**src/rtl/seg7_scan_display_ctrl_pkg.sv**
```systemverilog
// seg7_pkg: shared state enum, segment codes and helpers for the scanned 7-segment display path
package seg7_pkg;
  typedef enum logic [1:0] {IDLE, SHIFT, LATCH} state_t;
  localparam logic [6:0] SEG_BLANK = 7'h00;
  localparam logic [6:0] SEG_DASH  = 7'h40;
  localparam logic [6:0] SEG_CODE [16] = '{
    7'h3F, 7'h06, 7'h5B, 7'h4F, 7'h66, 7'h6D, 7'h7D, 7'h07,
    7'h7F, 7'h6F, 7'h00, 7'h00, 7'h00, 7'h00, 7'h00, 7'h00
  };
  // ceil(w*log10(2)+1) using a fixed-point log10(2)
  function automatic int bcd_digits(int w);
    return w * 30103 / 100000 + 2;
  endfunction
  localparam int BCD_DIGITS_DEF = bcd_digits(11);
  function automatic logic [6:0] seg_encode(logic [3:0] n, logic blank, logic dash);
    return dash ? SEG_DASH : blank ? SEG_BLANK : SEG_CODE[n];
  endfunction
endpackage

```
**src/rtl/seg7_scan_display_ctrl_bin2bcd_iter.sv**
```systemverilog
// bin2bcd_iter: iterative double-dabble converter, one bit per cycle
module bin2bcd_iter
  import seg7_pkg::*;
#(
  parameter int W  = 11,
  parameter int ND = BCD_DIGITS_DEF
) (
  input  logic            clk,
  input  logic            reset,
  input  logic [W-1:0]    din,
  input  logic            load,
  output logic            busy,
  output logic            done,
  output logic [4*ND-1:0] bcd
);
  localparam int CW = $clog2(W + 1);
  state_t state, state_n;
  logic [W-1:0] bin;
  logic [CW-1:0] cnt;
  logic [4*ND-1:0] adj;
  always_ff @(posedge clk or posedge reset)
    if (reset) state <= IDLE;
    else state <= state_n;
  always_comb begin
    state_n = (state == IDLE) ? (load ? SHIFT : IDLE) :
              (state == SHIFT) ? (cnt == CW'(W - 1) ? LATCH : SHIFT) : IDLE;
    adj = bcd;
    for (int i = 0; i < ND; i++)
      adj[4*i +: 4] = bcd[4*i +: 4] >= 4'd5 ? bcd[4*i +: 4] + 4'd3 : bcd[4*i +: 4];
  end
  always_ff @(posedge clk or posedge reset)
    if (reset) begin
      bin <= '0;
      bcd <= '0;
      cnt <= '0;
    end else if (state == IDLE && load) begin
      bin <= din;
      bcd <= '0;
      cnt <= '0;
    end else if (state == SHIFT) begin
      {bcd, bin} <= {adj, bin} << 1;
      cnt <= cnt + 1'b1;
    end
  assign busy = state != IDLE;
  assign done = state == LATCH;
endmodule

```
**src/rtl/seg7_scan_display_ctrl.sv**
```systemverilog
// seg7_scan_display_ctrl: measurement select, BCD conversion and multiplexed 7-segment scan
module seg7_scan_display_ctrl
  import seg7_pkg::*;
#(
  parameter int DATA_W   = 11,
  parameter int DIGITS   = 4,
  parameter int SCAN_DIV = 50000,
  parameter int DP_POS   = 0,
  parameter int SEG_AL   = 1
) (
  input  logic              clk,
  input  logic              reset,
  input  logic [DATA_W-1:0] dato_a,
  input  logic [DATA_W-1:0] dato_b,
  input  logic              modo,
  input  logic              load,
  output logic              busy,
  output logic              done,
  output logic              overflow,
  output logic [6:0]        seg,
  output logic              dp,
  output logic [DIGITS-1:0] an
);
  localparam int ND = bcd_digits(DATA_W);
  localparam int XW = 4 * (ND > DIGITS ? ND : DIGITS);
  localparam int SW = SCAN_DIV > 1 ? $clog2(SCAN_DIV) : 1;
  localparam int IW = DIGITS > 1 ? $clog2(DIGITS) : 1;
  localparam logic AL = SEG_AL != 0;
  logic [4*ND-1:0] bcd;
  logic [XW-1:0] bcd_x;
  logic [4*DIGITS-1:0] disp, disp_n;
  logic valid, valid_n, ovf_n, blank_n, dp_n;
  logic [SW-1:0] cnt;
  logic [IW-1:0] idx, idx_n;
  logic [6:0] seg_n;
  logic [DIGITS-1:0] an_n;
  bin2bcd_iter #(.W(DATA_W), .ND(ND)) u_conv (
    .clk(clk),
    .reset(reset),
    .din(modo ? dato_b : dato_a),
    .load(load),
    .busy(busy),
    .done(done),
    .bcd(bcd)
  );
  assign bcd_x   = XW'(bcd);
  assign disp_n  = done ? bcd_x[4*DIGITS-1:0] : disp;
  assign ovf_n   = done ? |(bcd_x >> (4 * DIGITS)) : overflow;
  assign valid_n = valid | done;
  assign idx_n   = (cnt == SW'(SCAN_DIV - 1)) ? (idx == IW'(DIGITS - 1) ? '0 : idx + 1'b1) : idx;
  // Outputs are registered from next-state values so they track the display register without lag
  assign blank_n = idx_n != '0 && (disp_n >> (4 * idx_n)) == '0;
  assign seg_n   = seg_encode(disp_n[4*idx_n +: 4], blank_n, ovf_n);
  assign an_n    = DIGITS'(1) << idx_n;
  assign dp_n    = DP_POS < DIGITS && int'(idx_n) == DP_POS;
  // Display stays dark until the first conversion lands, and again after any reset
  always_ff @(posedge clk or posedge reset)
    if (reset) begin
      cnt      <= '0;
      idx      <= '0;
      disp     <= '0;
      overflow <= 1'b0;
      valid    <= 1'b0;
      seg      <= {7{AL}};
      an       <= {DIGITS{AL}};
      dp       <= AL;
    end else begin
      cnt      <= cnt == SW'(SCAN_DIV - 1) ? '0 : cnt + 1'b1;
      idx      <= idx_n;
      disp     <= disp_n;
      overflow <= ovf_n;
      valid    <= valid_n;
      seg      <= valid_n ? seg_n ^ {7{AL}} : {7{AL}};
      an       <= valid_n ? an_n ^ {DIGITS{AL}} : {DIGITS{AL}};
      dp       <= (valid_n & dp_n) ^ AL;
    end
endmodule

```
**config.mk**
```make
export PLATFORM = sky130hd
export DESIGN_NAME = seg7_scan_display_ctrl
export DESIGN_NICKNAME = d
export VERILOG_FILES = /design/src/rtl/seg7_scan_display_ctrl_pkg.sv /design/src/rtl/seg7_scan_display_ctrl_bin2bcd_iter.sv /design/src/rtl/seg7_scan_display_ctrl.sv
export SDC_FILE = /design/constraint.sdc
export NUM_CORES = 1
export LEC_CHECK = 0
export ABC_CLOCK_PERIOD_IN_PS = 3290
export CORE_MARGIN = 1.5
export CORE_UTILIZATION = 40
export CTS_CLUSTER_DIAMETER = 80
export DETAILED_ROUTE_END_ITERATION = 12
export PLACE_DENSITY = 0.71
export SYNTH_ARGS = -nofsm -noshare
export SYNTH_HDL_FRONTEND = slang
export SYNTH_SLANG_ARGS = --single-unit
```
**constraint.sdc**
```tcl
create_clock -name clk -period 3.29 [get_ports clk]
set_clock_uncertainty 0.15 [all_clocks]
set_input_delay 0.987 -clock clk [delete_from_list [all_inputs] [get_ports clk]]
set_output_delay 0.987 -clock clk [all_outputs]
set_load 0.005 [all_outputs]
```
==> impl_summary.txt, run 1 <==
----------------------------------------------------
[Status]
  Status ... completed

[Worst setup path]
  Slowest stage delay, CP ... 0.58 ns
  Crit start category ... register
  Cell family with most CP delay ... simple AND/OR/NAND/NOR gates
  Series of cell instances along the critical path ... or4b_4 > or4_4 > and2_4 > inv_8 > mux2i_1 > mux2_4 > ha_4 > inv_2 > nor2_1 > a32oi_1 > o21ai_1 > a21oi_2 > o21ai_1
  Highest-delay cell along the critical path ... sky130_fd_sc_hd__or4b_4
  Worst path most repeated cell ... sky130_fd_sc_hd__o21ai_1
  Crit path arrival time ... 3.36 ns
  Class of the most critical setup path ... reg2reg
  Buffers plus inverters on the worst setup path ... 2
  Crit. End Element ... register
  Required time at the endpoint of the critical path ... 3.40 ns
  Max Fanout on Critical Path ... 5

[Clocking]
  Clock transition time at the flip-flop clock pins of the worst setup and hold paths ... 0.08 ns
  Total clock sinks ... 84
  H-Tree Level Count ... 3
  Deepest clock path buffer count ... 2
  Clock tree from TritonCTS ... yes
  Number of buffers created by CTS ... 9
  Clock root buffer master ... sky130_fd_sc_hd__clkbuf_8
  Clock latency at the later pin of the worst-skew pair ... 0.35 ns

[Placement]
  HPWL reported at the end of detailed placement ... 6.320 mm
  Weighted congestion reported at the end of routability-driven placement ... 0.8302
  Port Buffers ... 40
  Dpl cells ... 610

[Final layout]
  Combined flip-flop and latch cell area ... 0.002116 mm^2
  Non-filler instance count after layout ... 630
  Growth of design area from synthesis to finish ... 23.63%
  Number of fill cells ... 941
  Top library cells by usage in the layout, fill and taps aside ... 73 x sky130_fd_sc_hd__dfrtp_1, 42 x sky130_fd_sc_hd__nand2_1, 40 x sky130_fd_sc_hd__clkdlybuf4s50_1, 33 x sky130_fd_sc_hd__nor2_1, 31 x sky130_fd_sc_hd__o21ai_0
  Diodes inserted ... 0
  Layout Nets ... 535
  Most common cell after layout, fill and taps aside ... sky130_fd_sc_hd__dfrtp_1
  Fraction of layout instances using a drive strength above 1 ... 0.1640
  Area occupied by multi-input gates ... 0.002161 mm^2

[Power]
  Static leakage ... 2.428 nW
  Portion of total power attributed to the clock network ... 0.191
  Pwr Density ... 728.2 mW/mm^2
  Internal ... 2.498 mW
  Combinational fraction of design power ... 0.396
  Switching power of the nets ... 1.430 mW
  Overall power of the completed layout ... 3.928 mW
  Seq pwr share ... 0.413
  Switching share of power ... 0.3640
  Max rail drop VDD ... 0.4329 mV

[Yosys]
  Proportion of synthesized flip-flops having asynchronous set or reset ... 1.000
  Area of the mapped netlist ... 0.004363 mm^2
  Count of mapped cells out of synthesis ... 427
  Number of library cell types mapped by synthesis ... 46
  Main flop type after synthesis ... sky130_fd_sc_hd__dfrtp_1
  Portion of the post-synthesis area used by sequential elements ... 0.4849
  Synthesis warning total ... 0
  Post-Syn Area per Cell ... 10.22 um^2
  Number of register bits inferred by synthesis ... 84
  Number of enable-type register cells in the synthesized netlist ... 0
  Post-Synthesis Net Count ... 473

[STA]
  Remaining max-slew budget at the tightest pin ... 0.5932
  RSZ-0062 raised after global routing ... yes
  Total negative setup slack ... 0 ns
  Top achievable clock speed ... 307.7 MHz
  Fraction of the cycle the final worst path needs ... 0.9880
  Setup-violating endpoint count in the final report ... 0
  Final count of pins violating max slew ... 0
  Clock period minus worst slack ... 3.250 ns
  Actual transition at the worst max-transition pin ... 0.6082 ns
  Count of endpoints failing hold in the final timing report ... 0

[Detailed routing]
  Metal3 WL ... 324 um
  Total number of vias ... 3,301
  First-iteration detailed-routing DRC count ... 170
  Vias per cell ... 5.240
  Met1 wire length ... 4.048 mm
  Final WL ... 8.881 mm
  Routed WL per cell ... 14.10 um
  Met2 wire length ... 4.427 mm
  Remaining number of nets flagged by the antenna check after routing ... 0
  Drt first pass iters ... 4
  Top layer used by detailed routing ... met4
  Drt drc ... 0

[Hold path]
  Min-delay worst type ... reg2reg

[Global routing]
  First-pass GRT wire length ... 15.46 mm
  Total global-route track usage ... 0.1679
  Gr ovfl total ... 0
  Largest net degree at the start of global routing ... 85
  Initial antenna violation count ... 0
  Number of global-route vias before repair ... 3,309

[Die]
  Area of the core region ... 0.01046 mm^2
  Area of the die ... 0.01154 mm^2
  Total I/O pin count ... 41
  Effective utilization at floorplan ... 0.4170
  Die span in y ... 107.4 um
  Overall die width ... 107.4 um
  Cell Rows ... 37

[Job]
  Max capacitance violation total ... 0

----------------------------------------------------
## cell usage after synthesis, drive strengths merged (3+ instances only)
master,instances,area [um^2]
dfrtp,73,1827
nand2,42,157.7
o21ai,36,180.2
nor2,33,123.9
nand3,31,155.2
inv,22,90.09
mux2i,22,232.7
ha,20,250.2
a21oi,15,75.07
clkbuf,15,56.30
dfstp,11,289.0
xor2,11,96.34
a221o,10,100.1
xnor2,9,78.83
o31ai,8,60.06
nand2b,7,43.79
and3,6,37.54
a32o,5,50.05
buf,5,31.28
nor4,5,31.28
mux2,4,48.79
mux4,4,90.09
nor3,4,20.02
and2,3,18.77
nand3b,3,22.52
nand4,3,18.77
o211ai,3,22.52
## worst min-delay path, stage by stage (launching register included)
cell and delay [ns]:
sky130_fd_sc_hd__dfrtp_1 0.33, sky130_fd_sc_hd__nand2_1 0.05, sky130_fd_sc_hd__nand2_1 0.08
## per-layer routing
metal	up-vias	track usage
met3	8	0.03632
met4	0	0.05451
met2	65	0.2834
li1	1638	-
met1	1590	0.2144
met5	-	0
## flip-flops by register name, indices dropped and copies added (netlist names), 2 cells and up
register and count:
u_conv.bcd 20, cnt 16, disp 16, u_conv.bin 11
seg 7, u_conv.cnt 4, an 3, idx 2
u_conv.state 2
## timing repair
item,CTS,global route
hold buffers,0,0
setup endpoints to repair,7,7
setup buffers,0,4
resized for setup,4,11
pin swaps,0,5
## area by class of cell
| type | instances | area share |
|---|---|---|
| clock inverters | 1 | 0.005567 |
| inverters | 22 | 0.01693 |
| multi-input cells | 301 | 0.4006 |
| clock buffers | 15 | 0.03271 |
| flip-flops and latches | 84 | 0.3923 |
| well taps | 136 | 0.03155 |
| repair buffers | 71 | 0.1204 |
## power by group through the flow
stage               Sequential (mW)  Combinational, mW  Clock, mW
floorplan                      1.55               1.13          0
global placement               1.63               1.45          0
detailed placement             1.64               1.53          0
CTS                            1.62               1.53      0.775
global route                   1.67               1.77      0.827
finish                         1.62               1.56      0.749
## through the flow
| stage | hold WS (ns) | setup WS (ns) | area [um^2] | util |
|---|---|---|---|---|
| 6_report | 0.3337 | 0.03962 | 5394 | 0.5155 |
| 5_1_grt | 0.3547 | -0.07218 | 5394 | 0.5155 |
| 4_1_cts | 0.3353 | 0.006279 | 5295 | 0.5061 |
| 3_5_place_dp | 0.3157 | -0.1587 | 5075 | 0.4851 |
| 3_3_place_gp | 0.2873 | -0.02335 | 5075 | 0.4851 |
| 2_1_floorplan | 0.2751 | 0.001312 | 4375 | - |
## final timing paths
kind	slack, ns	startpoint	cells past startpoint	to
max	0.04	cnt[11]	13	seg[1]
min	0.33	disp[3]	2	disp[3]
max reg2reg	0.04	cnt[11]	13	seg[1]
min reg2reg	0.33	disp[3]	2	disp[3]
max in group asynchronous	1.71	reset	3	seg[6]
min in group asynchronous	0.89	reset	3	cnt[4]
## kinds of logic (layout without fill, tap and decap cells)
| group | after synthesis | after routing | synth area share |
|---|---|---|---|
| compound gates | 84 | 84 | 0.1265 |
| flops | 84 | 84 | 0.4849 |
| xor+xnor | 20 | 20 | 0.04015 |
| buf+inv | 42 | 109 | 0.04072 |
| simple gates | 147 | 147 | 0.1652 |
| fa+ha+maj | 20 | 20 | 0.05736 |
| mux | 30 | 30 | 0.08517 |
Power figures use the tool's default switching activity.
==> run 2, diff against run 1 <==
- CORE_UTILIZATION: 40 -> 52
- PLACE_DENSITY: 0.71 -> 0.86
==> impl_summary.txt, run 2 (synthesis gave the netlist of run 1 again) <==
----------------------------------------------------
[Status]
  Status ... finished, violations left
  Violations in the final reports ... negative setup slack

[Worst setup path]
  Worst reg-to-reg path cell count ... 12
  Setup slack on the worst flop-to-flop path ... -0.04 ns
  Crit start category ... register
  Class of the most critical setup path ... reg2reg
  Critical Path Source ... cnt[10]
  Worst reg2reg path startpoint ... cnt[10]
  Endpoint of the most critical setup path ... seg[6]
  Max Fanout on Critical Path ... 4
  Logic depth of the worst path, buffers included ... 12
  Required time at the endpoint of the critical path ... 3.40 ns
  Crit. End Element ... register
  Highest-delay cell along the critical path ... sky130_fd_sc_hd__or4b_4
  Endpoint of the most critical register-to-register path ... seg[6]
  Buffers plus inverters on the worst setup path ... 1
  Cell family with most CP delay ... simple AND/OR/NAND/NOR gates
  Crit path arrival time ... 3.45 ns
  Slowest stage delay, CP ... 0.58 ns
  Series of cell instances along the critical path ... or4b_4 > or4_4 > and2_4 > o211ai_1 > o21a_1 > ha_4 > inv_4 > nor3_2 > a32oi_2 > nand2_2 > nor2_1 > o41ai_2

[Die]
  Effective utilization at floorplan ... 0.5337
  Cell Rows ... 33
  Die span in y ... 94.60 um
  Area of the core region ... 0.008175 mm^2
  Area of the die ... 0.008949 mm^2
  Total I/O pin count ... 41
  Overall die width ... 94.60 um

[Final layout]
  Top library cells by usage in the layout, fill and taps aside ... 73 x sky130_fd_sc_hd__dfrtp_1, 41 x sky130_fd_sc_hd__nand2_1, 40 x sky130_fd_sc_hd__clkdlybuf4s50_1, 32 x sky130_fd_sc_hd__nor2_1
  Number of flip-flops under the largest register name ... 20
  Area occupied by multi-input gates ... 0.002170 mm^2
  Fraction of layout instances using a drive strength above 1 ... 0.1765
  Combined flip-flop and latch cell area ... 0.002116 mm^2
  Growth of design area from synthesis to finish ... 22.83%
  Number of fill cells ... 621
  Diodes inserted ... 0
  Reg with most FFs ... u_conv.bcd
  Layout Nets ... 534
  Regs by FF count ... u_conv.bcd x20, cnt x16, disp x16
  Most common cell after layout, fill and taps aside ... sky130_fd_sc_hd__dfrtp_1
  Non-filler instance count after layout ... 598
  Post-route cell area ... 0.005359 mm^2

[Power]
  Internal ... 2.487 mW
  Pwr Density ... 748.8 mW/mm^2
  Switching share of power ... 0.3802
  Combinational fraction of design power ... 0.405
  Switching power of the nets ... 1.526 mW
  Seq pwr share ... 0.409
  Max rail drop VDD ... 0.2985 mV
  Static leakage ... 2.423 nW
  Overall power of the completed layout ... 4.012 mW
  Portion of total power attributed to the clock network ... 0.186

[Detailed routing]
  Drt drc ... 0
  Total number of vias ... 3,498
  Remaining number of nets flagged by the antenna check after routing ... 0
  Final WL ... 9.908 mm
  Drt first pass iters ... 5
  First-iteration detailed-routing DRC count ... 229
  Vias per cell ... 5.849
  Routed WL per cell ... 16.57 um

[Clocking]
  Clock latency at the later pin of the worst-skew pair ... 0.36 ns
  Deepest clock path buffer count ... 2
  Total clock sinks ... 84
  H-Tree Level Count ... 3
  Number of buffers created by CTS ... 9
  Clock root buffer master ... sky130_fd_sc_hd__clkbuf_8
  Clock transition time at the flip-flop clock pins of the worst setup and hold paths ... 0.08 ns
  Clock tree from TritonCTS ... yes

[STA]
  Final count of pins violating max slew ... 0
  Setup-violating endpoint count in the final report ... 5
  Worst Setup Slack, final ... -0.04238 ns
  Remaining max-slew budget at the tightest pin ... 0.5537
  Count of endpoints failing hold in the final timing report ... 0
  RSZ-0062 raised after global routing ... yes
  Tightest hold margin ... 0.3337 ns
  Top achievable clock speed ... 300.1 MHz
  Actual transition at the worst max-transition pin ... 0.6681 ns
  Total negative setup slack ... -0.1061 ns
  Clock period minus worst slack ... 3.332 ns
  Fraction of the cycle the final worst path needs ... 1.013

[Global routing]
  Total global-route track usage ... 0.2341
  Gr ovfl total ... 0
  First-pass GRT wire length ... 16.03 mm
  Largest net degree at the start of global routing ... 55
  Initial antenna violation count ... 0
  Number of global-route vias before repair ... 3,358

[Job]
  Max capacitance violation total ... 0

[Placement]
  Weighted congestion reported at the end of routability-driven placement ... 0.8242
  HPWL reported at the end of detailed placement ... 6.832 mm
  Dpl cells ... 579
  Post-DP Area ... 0.005036 mm^2
  Port Buffers ... 40

[Hold path]
  Min-delay worst type ... reg2reg

----------------------------------------------------
[run 2: metal layers]
metal,up-vias,share of wire,GRT usage
met5,-,0,0
met4,0,0.021,0.09826
met3,17,0.043,0.05072
met2,99,0.52,0.3976
met1,1749,0.42,0.2872
li1,1633,-,-
[run 2: per-stage QoR]
stage / utilization / worst slack (ns)
6_report: 0.6555 / -0.04238
3_3_place_gp: 0.6160 / -0.01499
5_1_grt: 0.6555 / -0.1371
4_1_cts: 0.6436 / 0.004934
3_5_place_dp: 0.6160 / -0.1793
2_1_floorplan: - / 0.001312
[run 2: power by group through the flow]
| stage | Combinational (mW) | Sequential, mW | Clock, mW |
|---|---|---|---|
| after floorplan | 1.13 | 1.55 | 0 |
| after global placement | 1.43 | 1.62 | 0 |
| after detailed placement | 1.51 | 1.65 | 0 |
| after CTS | 1.54 | 1.63 | 0.760 |
| after global routing | 1.82 | 1.68 | 0.801 |
| final | 1.62 | 1.64 | 0.748 |
[run 2: worst min-delay path by stage]
| stage | start | to | slack [ns] | depth (start not counted) |
|---|---|---|---|---|
| 2_1_floorplan | cnt[0] | cnt[0] | 0.28 | 1 |
| 3_3_place_gp | cnt[0] | cnt[0] | 0.29 | 1 |
| 3_5_place_dp | u_conv.bin[10] | u_conv.bcd[0] | 0.32 | 2 |
| 4_1_cts | cnt[0] | cnt[0] | 0.33 | 1 |
| 5_1_grt | cnt[0] | cnt[0] | 0.36 | 1 |
| 6_report | cnt[0] | cnt[0] | 0.33 | 1 |
[run 2: worst register-to-register path, delay by kind of cell (launching register included)]
kind | cells | cell delay, ns
fa+ha+maj | 1 | 0.17
compound gates | 4 | 0.83
simple gates | 6 | 1.66
buf+inv | 1 | 0.04
flops | 1 | 0.39
[run 2: repair_timing]
action | in CTS | in global routing
pin swaps | 0 | 5
buffers inserted | 0 | 3
setup endpoints to repair | 7 | 7
hold buffers | 0 | 0
gates resized for setup | 5 | 17
[run 2: layout make-up]
| class | count | area share |
|---|---|---|
| inverters | 22 | 0.01751 |
| well taps | 105 | 0.02452 |
| multi-input cells | 301 | 0.4049 |
| flip-flops and latches | 84 | 0.3948 |
| clock buffers | 12 | 0.02895 |
| clock inverters | 4 | 0.008872 |
| repair buffers | 70 | 0.1205 |
==> run 3, diff against run 2 <==
- ABC_CLOCK_PERIOD_IN_PS: 3290 -> default
- PLACE_DENSITY: 0.86 -> 0.76
- TNS_END_PERCENT: default -> 50
==> impl_summary.txt, run 3 (synthesis gave the netlist of run 1 again) <==
----------------------------------------------------
[Job]
  Max capacitance violation total ... 0

[Final layout]
  Reg with most FFs ... u_conv.bcd
  Fraction of layout instances using a drive strength above 1 ... 0.1840
  Regs by FF count ... u_conv.bcd x20, cnt x16, disp x16
  Number of fill cells ... 626
  Growth of design area from synthesis to finish ... 24.32%
  Most common cell after layout, fill and taps aside ... sky130_fd_sc_hd__dfrtp_1
  Layout Nets ... 541
  Diodes inserted ... 0
  Top library cells by usage in the layout, fill and taps aside ... 73 x sky130_fd_sc_hd__dfrtp_1, 42 x sky130_fd_sc_hd__nand2_1, 40 x sky130_fd_sc_hd__clkdlybuf4s50_1, 34 x sky130_fd_sc_hd__buf_4
  Number of flip-flops under the largest register name ... 20

[Global routing]
  Total global-route track usage ... 0.2309
  Initial antenna violation count ... 0
  Number of global-route vias before repair ... 3,445
  Gr ovfl total ... 0
  First-pass GRT wire length ... 15.97 mm
  Largest net degree at the start of global routing ... 35

[STA]
  Setup-violating endpoint count in the final report ... 0
  Count of endpoints failing hold in the final timing report ... 0
  Actual transition at the worst max-transition pin ... 0.6536 ns
  Worst Setup Slack, final ... 0.08594 ns
  Remaining max-slew budget at the tightest pin ... 0.5643
  Top achievable clock speed ... 312.1 MHz
  Final count of pins violating max slew ... 0
  RSZ-0062 raised after global routing ... yes
  Clock period minus worst slack ... 3.204 ns
  Fraction of the cycle the final worst path needs ... 0.9739

[Worst setup path]
  Cell family with most CP delay ... simple AND/OR/NAND/NOR gates
  Max Fanout on Critical Path ... 5
  Slowest stage delay, CP ... 0.56 ns
  Class of the most critical setup path ... reg2reg
  Buffers plus inverters on the worst setup path ... 2
  Crit. End Element ... register
  Crit path arrival time ... 3.33 ns
  Required time at the endpoint of the critical path ... 3.42 ns
  Highest-delay cell along the critical path ... sky130_fd_sc_hd__or4b_4
  Series of cell instances along the critical path ... or4b_4 > or4_4 > and2_4 > inv_8 > mux2i_1 > mux2_4 > ha_4 > inv_4 > nor2_2 > a32oi_2 > o21ai_2 > a21oi_2 > o21ai_1
  Crit start category ... register

[Clocking]
  Number of buffers created by CTS ... 9
  Clock root buffer master ... sky130_fd_sc_hd__clkbuf_8
  H-Tree Level Count ... 3
  Clock tree from TritonCTS ... yes
  Clock latency at the later pin of the worst-skew pair ... 0.36 ns
  Total clock sinks ... 84
  Deepest clock path buffer count ... 2
  Hold bufs inserted after CTS ... 0
  Clock transition time at the flip-flop clock pins of the worst setup and hold paths ... 0.08 ns

[Die]
  Overall die width ... 94.60 um
  Area of the core region ... 0.008175 mm^2
  Effective utilization at floorplan ... 0.5337
  Area of the die ... 0.008949 mm^2
  Cell Rows ... 33
  Die span in y ... 94.60 um
  Total I/O pin count ... 41

[Detailed routing]
  Drt drc ... 0
  Remaining number of nets flagged by the antenna check after routing ... 0
  Final WL ... 9.528 mm
  Routed WL per cell ... 15.75 um
  First-iteration detailed-routing DRC count ... 163
  Total number of vias ... 3,483
  Vias per cell ... 5.757
  Drt first pass iters ... 4

[Power]
  Pwr Density ... 753.9 mW/mm^2
  Max rail drop VDD ... 0.3506 mV
  Static leakage ... 2.461 nW
  Overall power of the completed layout ... 4.089 mW

[Hold path]
  Min-delay worst type ... reg2reg

[Placement]
  Weighted congestion reported at the end of routability-driven placement ... 0.9133
  HPWL reported at the end of detailed placement ... 6.605 mm
  Worst slack at placement ... -0.1663 ns
  Port Buffers ... 40

[Status]
  Status ... completed

----------------------------------------------------
## run 3: changes by cell type in the layout (fill, tap and decap cells not counted), sizes merged
cell,change
buf,+7
bufinv,+1
clkinv,-1
## run 3: what timing repair did
item	4_1_cts	5_1_grt
setup buffers	2	3
endpoints found under the setup margin	7	7
gates cloned	0	0
resized for setup	4	17
pin swaps	4	4
## run 3: per-layer routing
metal  GRT usage  wire length [um]
met1      0.2938              4171
met2      0.3917              4807
met3     0.03221               406
met4      0.1007               143
met5           0                 0
## run 3: layout make-up
type	instances	area, um^2	area share
clock buffers	12	145.1	0.02676
multi-input cells	301	2167	0.3995
clock inverters	4	72.57	0.01338
repair buffers	77	698.2	0.1287
inverters	22	93.84	0.01730
flip-flops and latches	84	2116	0.3901
well taps	105	131.4	0.02422
## run 3: stage by stage
stage	std cells	hold WS [ns]	instance area [um^2]	setup TNS, ns	utilization
global placement	584	0.2899	5074	-0.05407	0.6206
finish	605	0.3172	5424	0	0.6635
CTS	602	0.3166	5313	0	0.6498
global route	605	0.3516	5424	-0.1217	0.6635
floorplan	427	0.2751	4375	0	-
detailed placement	584	0.3052	5074	-0.7612	0.6206
## run 3: worst reg2reg max path: stages (launching register included)
cell                      delay (ns)
sky130_fd_sc_hd__dfrtp_1        0.39
sky130_fd_sc_hd__or4b_4         0.57
sky130_fd_sc_hd__or4_4          0.44
sky130_fd_sc_hd__and2_4         0.22
sky130_fd_sc_hd__inv_8          0.07
sky130_fd_sc_hd__mux2i_1        0.07
sky130_fd_sc_hd__mux2_4         0.31
sky130_fd_sc_hd__ha_4           0.18
sky130_fd_sc_hd__inv_4          0.07
sky130_fd_sc_hd__nor2_2         0.04
sky130_fd_sc_hd__a32oi_2        0.21
sky130_fd_sc_hd__o21ai_2        0.09
sky130_fd_sc_hd__a21oi_2        0.21
sky130_fd_sc_hd__o21ai_1        0.11
## run 3: where the power goes
part	switching (mW)	internal, mW
registers	0.275	1.36
clock network	0.375	0.448
logic	0.877	0.750
total	1.53	2.56
## run 3: worst paths after layout
kind / slack (ns) / depth (start not counted) / startpoint / endpoint
min in group asynchronous: 0.84 / 2 / reset / cnt[14]
max in group asynchronous: 1.51 / 3 / reset / u_conv.bin[10]
worst max register to register: 0.09 / 13 / cnt[7] / seg[3]
worst max-delay path: 0.09 / 13 / cnt[7] / seg[3]
worst min register to register: 0.32 / 1 / cnt[0] / cnt[0]
worst min-delay path: 0.32 / 1 / cnt[0] / cnt[0]
==> variant (flow settings as in run 2) <==
Set the parameter `DIGITS` to 2 (it was 4).
--- a/src/rtl/seg7_scan_display_ctrl.sv
+++ b/src/rtl/seg7_scan_display_ctrl.sv
@@ -4,5 +4,5 @@
 #(
   parameter int DATA_W   = 11,
-  parameter int DIGITS   = 4,
+  parameter int DIGITS   = 2,
   parameter int SCAN_DIV = 50000,
   parameter int DP_POS   = 0,
Interface: changed (resized an); port bits go from 41 to 39. The function was not compared with the original's and may differ.
==> variant against run 2 <==
  * Sequential cell count decreased by 11
  * Total power decreased by 17%
  * Area after synthesis decreased by 11%
  * Clock power decreased by 8.8%
  * Wire length decreased by 25%
  * Final area decreased by 15%
  * Worst setup slack improved by 0.26 ns
  * Maximum frequency increased by 8.4%
  * Count of clock-buffer cells in the layout decreased by 1
  * Synthesized cell count decreased by 12%
  * Worst hold slack got worse by 0.021 ns
  * First-iteration DRC count decreased by 32%
==> variant: results (changes against run 2) <==
- Status: finished clean
- Multi-input combinational area share: 40.8% (+0.27 points)
- Synth area leaders: dfrtp_1, ha_1, mux2i_1
- Wl on met1: 3410 um (-18%)
- Total GRT Usage: 20.0% (-3.4 points)
- Multi-input gate area: 1860 um2 (-14%)
- Met3 Wirelength: 242 um (-43%)
- Mapped Nets: 422 (-11%)
- Vias post-DR: 2878 (-18%)
- Pwr dens: 724 nW/um2 (-3.3%)
- NonClk Buf Share: 10.1% (-2.0 points)
- Inverters: 26 (+18%)
- Sequential share of the synthesized area: 47.5% (-0.97 points)
- Vias in the first global route: 2811 (-16%)
- Synth Area in Adders: 6.79% (+1.1 points)
- Clk pwr share: 20.6% (+2.0 points)
- Comb_multi_in: 260 (-14%)
- TritonRoute pass-1 iters: 4 (-1)
- First-pass GRT wire length: 12400 um (-23%)
- Post-synthesis xor/xnor area fraction: 5.01% (+1.0 points)
- Seq_cells: 73 (-13%)
- Routed wl met2: 3620 um (-29%)
- Initial drt markers: 155 (-32%)
- Slowest cell on crit path: dfrtp_1
- Largest stage delay on the critical path: 0.40 ns (-0.18 ns)
- Worst-skew pair later-pin latency: 0.34 ns (-0.02 ns)
- Final-layout clock-cell area share: 4.10% (+0.32 points)
- HPWL after DPL: 5240 um (-23%)
- Final WL: 7390 um (-25%)
- Crit path DAT: 3.19 ns (-0.26 ns)
- CP Max Fanout: 12 (+8)
- Largest net degree at the start of global routing: 60 (+9.1%)
- Final Cycle Share: 93.4% (-7.9 points)
- Cell count after synthesis: 375 (-12%)
- PortBufs: 38 (-5.0%)
- Met2 Use GR: 32.9% (-6.8 points)
- Flop2flop setup slack: 0.22 ns (+0.26 ns)
- Slew headroom: 60.8% (+5.4 points)
- Met1 Use GR: 26.0% (-2.7 points)
- Nets@finish: 464 (-13%)
- Fillers: 569 (-8.4%)
- Hold WS: 0.312 ns (-0.0213 ns)
- Post-Place Cell Area: 4360 um2 (-13%)
- Peak VDD IR: 0.415 mV (+39%)
- Static Leak: 2.09 nW (-14%)
- Mux share of post-synthesis cell area: 7.09% (-1.4 points)
- Clk_buf instances: 11 (-1)
- Cell variety after synth: 53 (+15%)
- Commonest cells in the netlist: dfrtp_1, nor2_1, o21ai_0, nand3_1, inv_1
- Non-clk bufs: 47 (-33%)
- Portion of total power attributed to combinational logic: 38.5% (-2.0 points)
- Pre-CTS WS: 0.0746 ns (+0.254 ns)
- H-tree levels: 3 (unchanged)
- Vias per cell: 5.52 (-5.6%)
- Largest regs: u_conv.bcd (20), cnt (16), u_conv.bin (11)
- Internal power: 2.07 mW (-17%)
- Ratio of cells with drive above 1 in the final layout: 10.4% (-7.2 points)
- Layout Area Growth over Synthesis: 18.3%
- Placed Cells: 504 (-13%)
- FF+latch area: 1840 um2 (-13%)
-- variant: cell types whose count changed after synthesis, moves of 5 or more --
cell / before / now
o21ai_0: 36 / 29
nand3_1: 31 / 26
clkbuf_1: 15 / 8
dfrtp_1: 73 / 64
nand2_1: 42 / 16
-- variant: critical path: cells and delay by family, from the launching register on --
kind            cells  cell delay [ns]
compound gates      2             0.34
xor+xnor            1             0.18
fa+ha+maj           2             0.43
buf+inv             2             0.23
flops               1             0.40
mux                 3             0.68
simple gates        3             0.58
-- variant: repair_timing --
| item | in CTS | in global routing |
|---|---|---|
| endpoints found under the setup margin | 0 | 6 |
| gates resized for setup | 0 | 3 |
| buffers inserted | 0 | 1 |
-- variant: worst paths after layout --
kind / start / end / depth (start not counted)
setup / recovery: cnt[0] / seg[3] / 13
hold / removal: cnt[0] / cnt[0] / 1
setup reg to reg: cnt[0] / seg[3] / 13
hold reg to reg: cnt[0] / cnt[0] / 1
max in group asynchronous: reset / cnt[1] / 3
min in group asynchronous: reset / disp[6] / 2
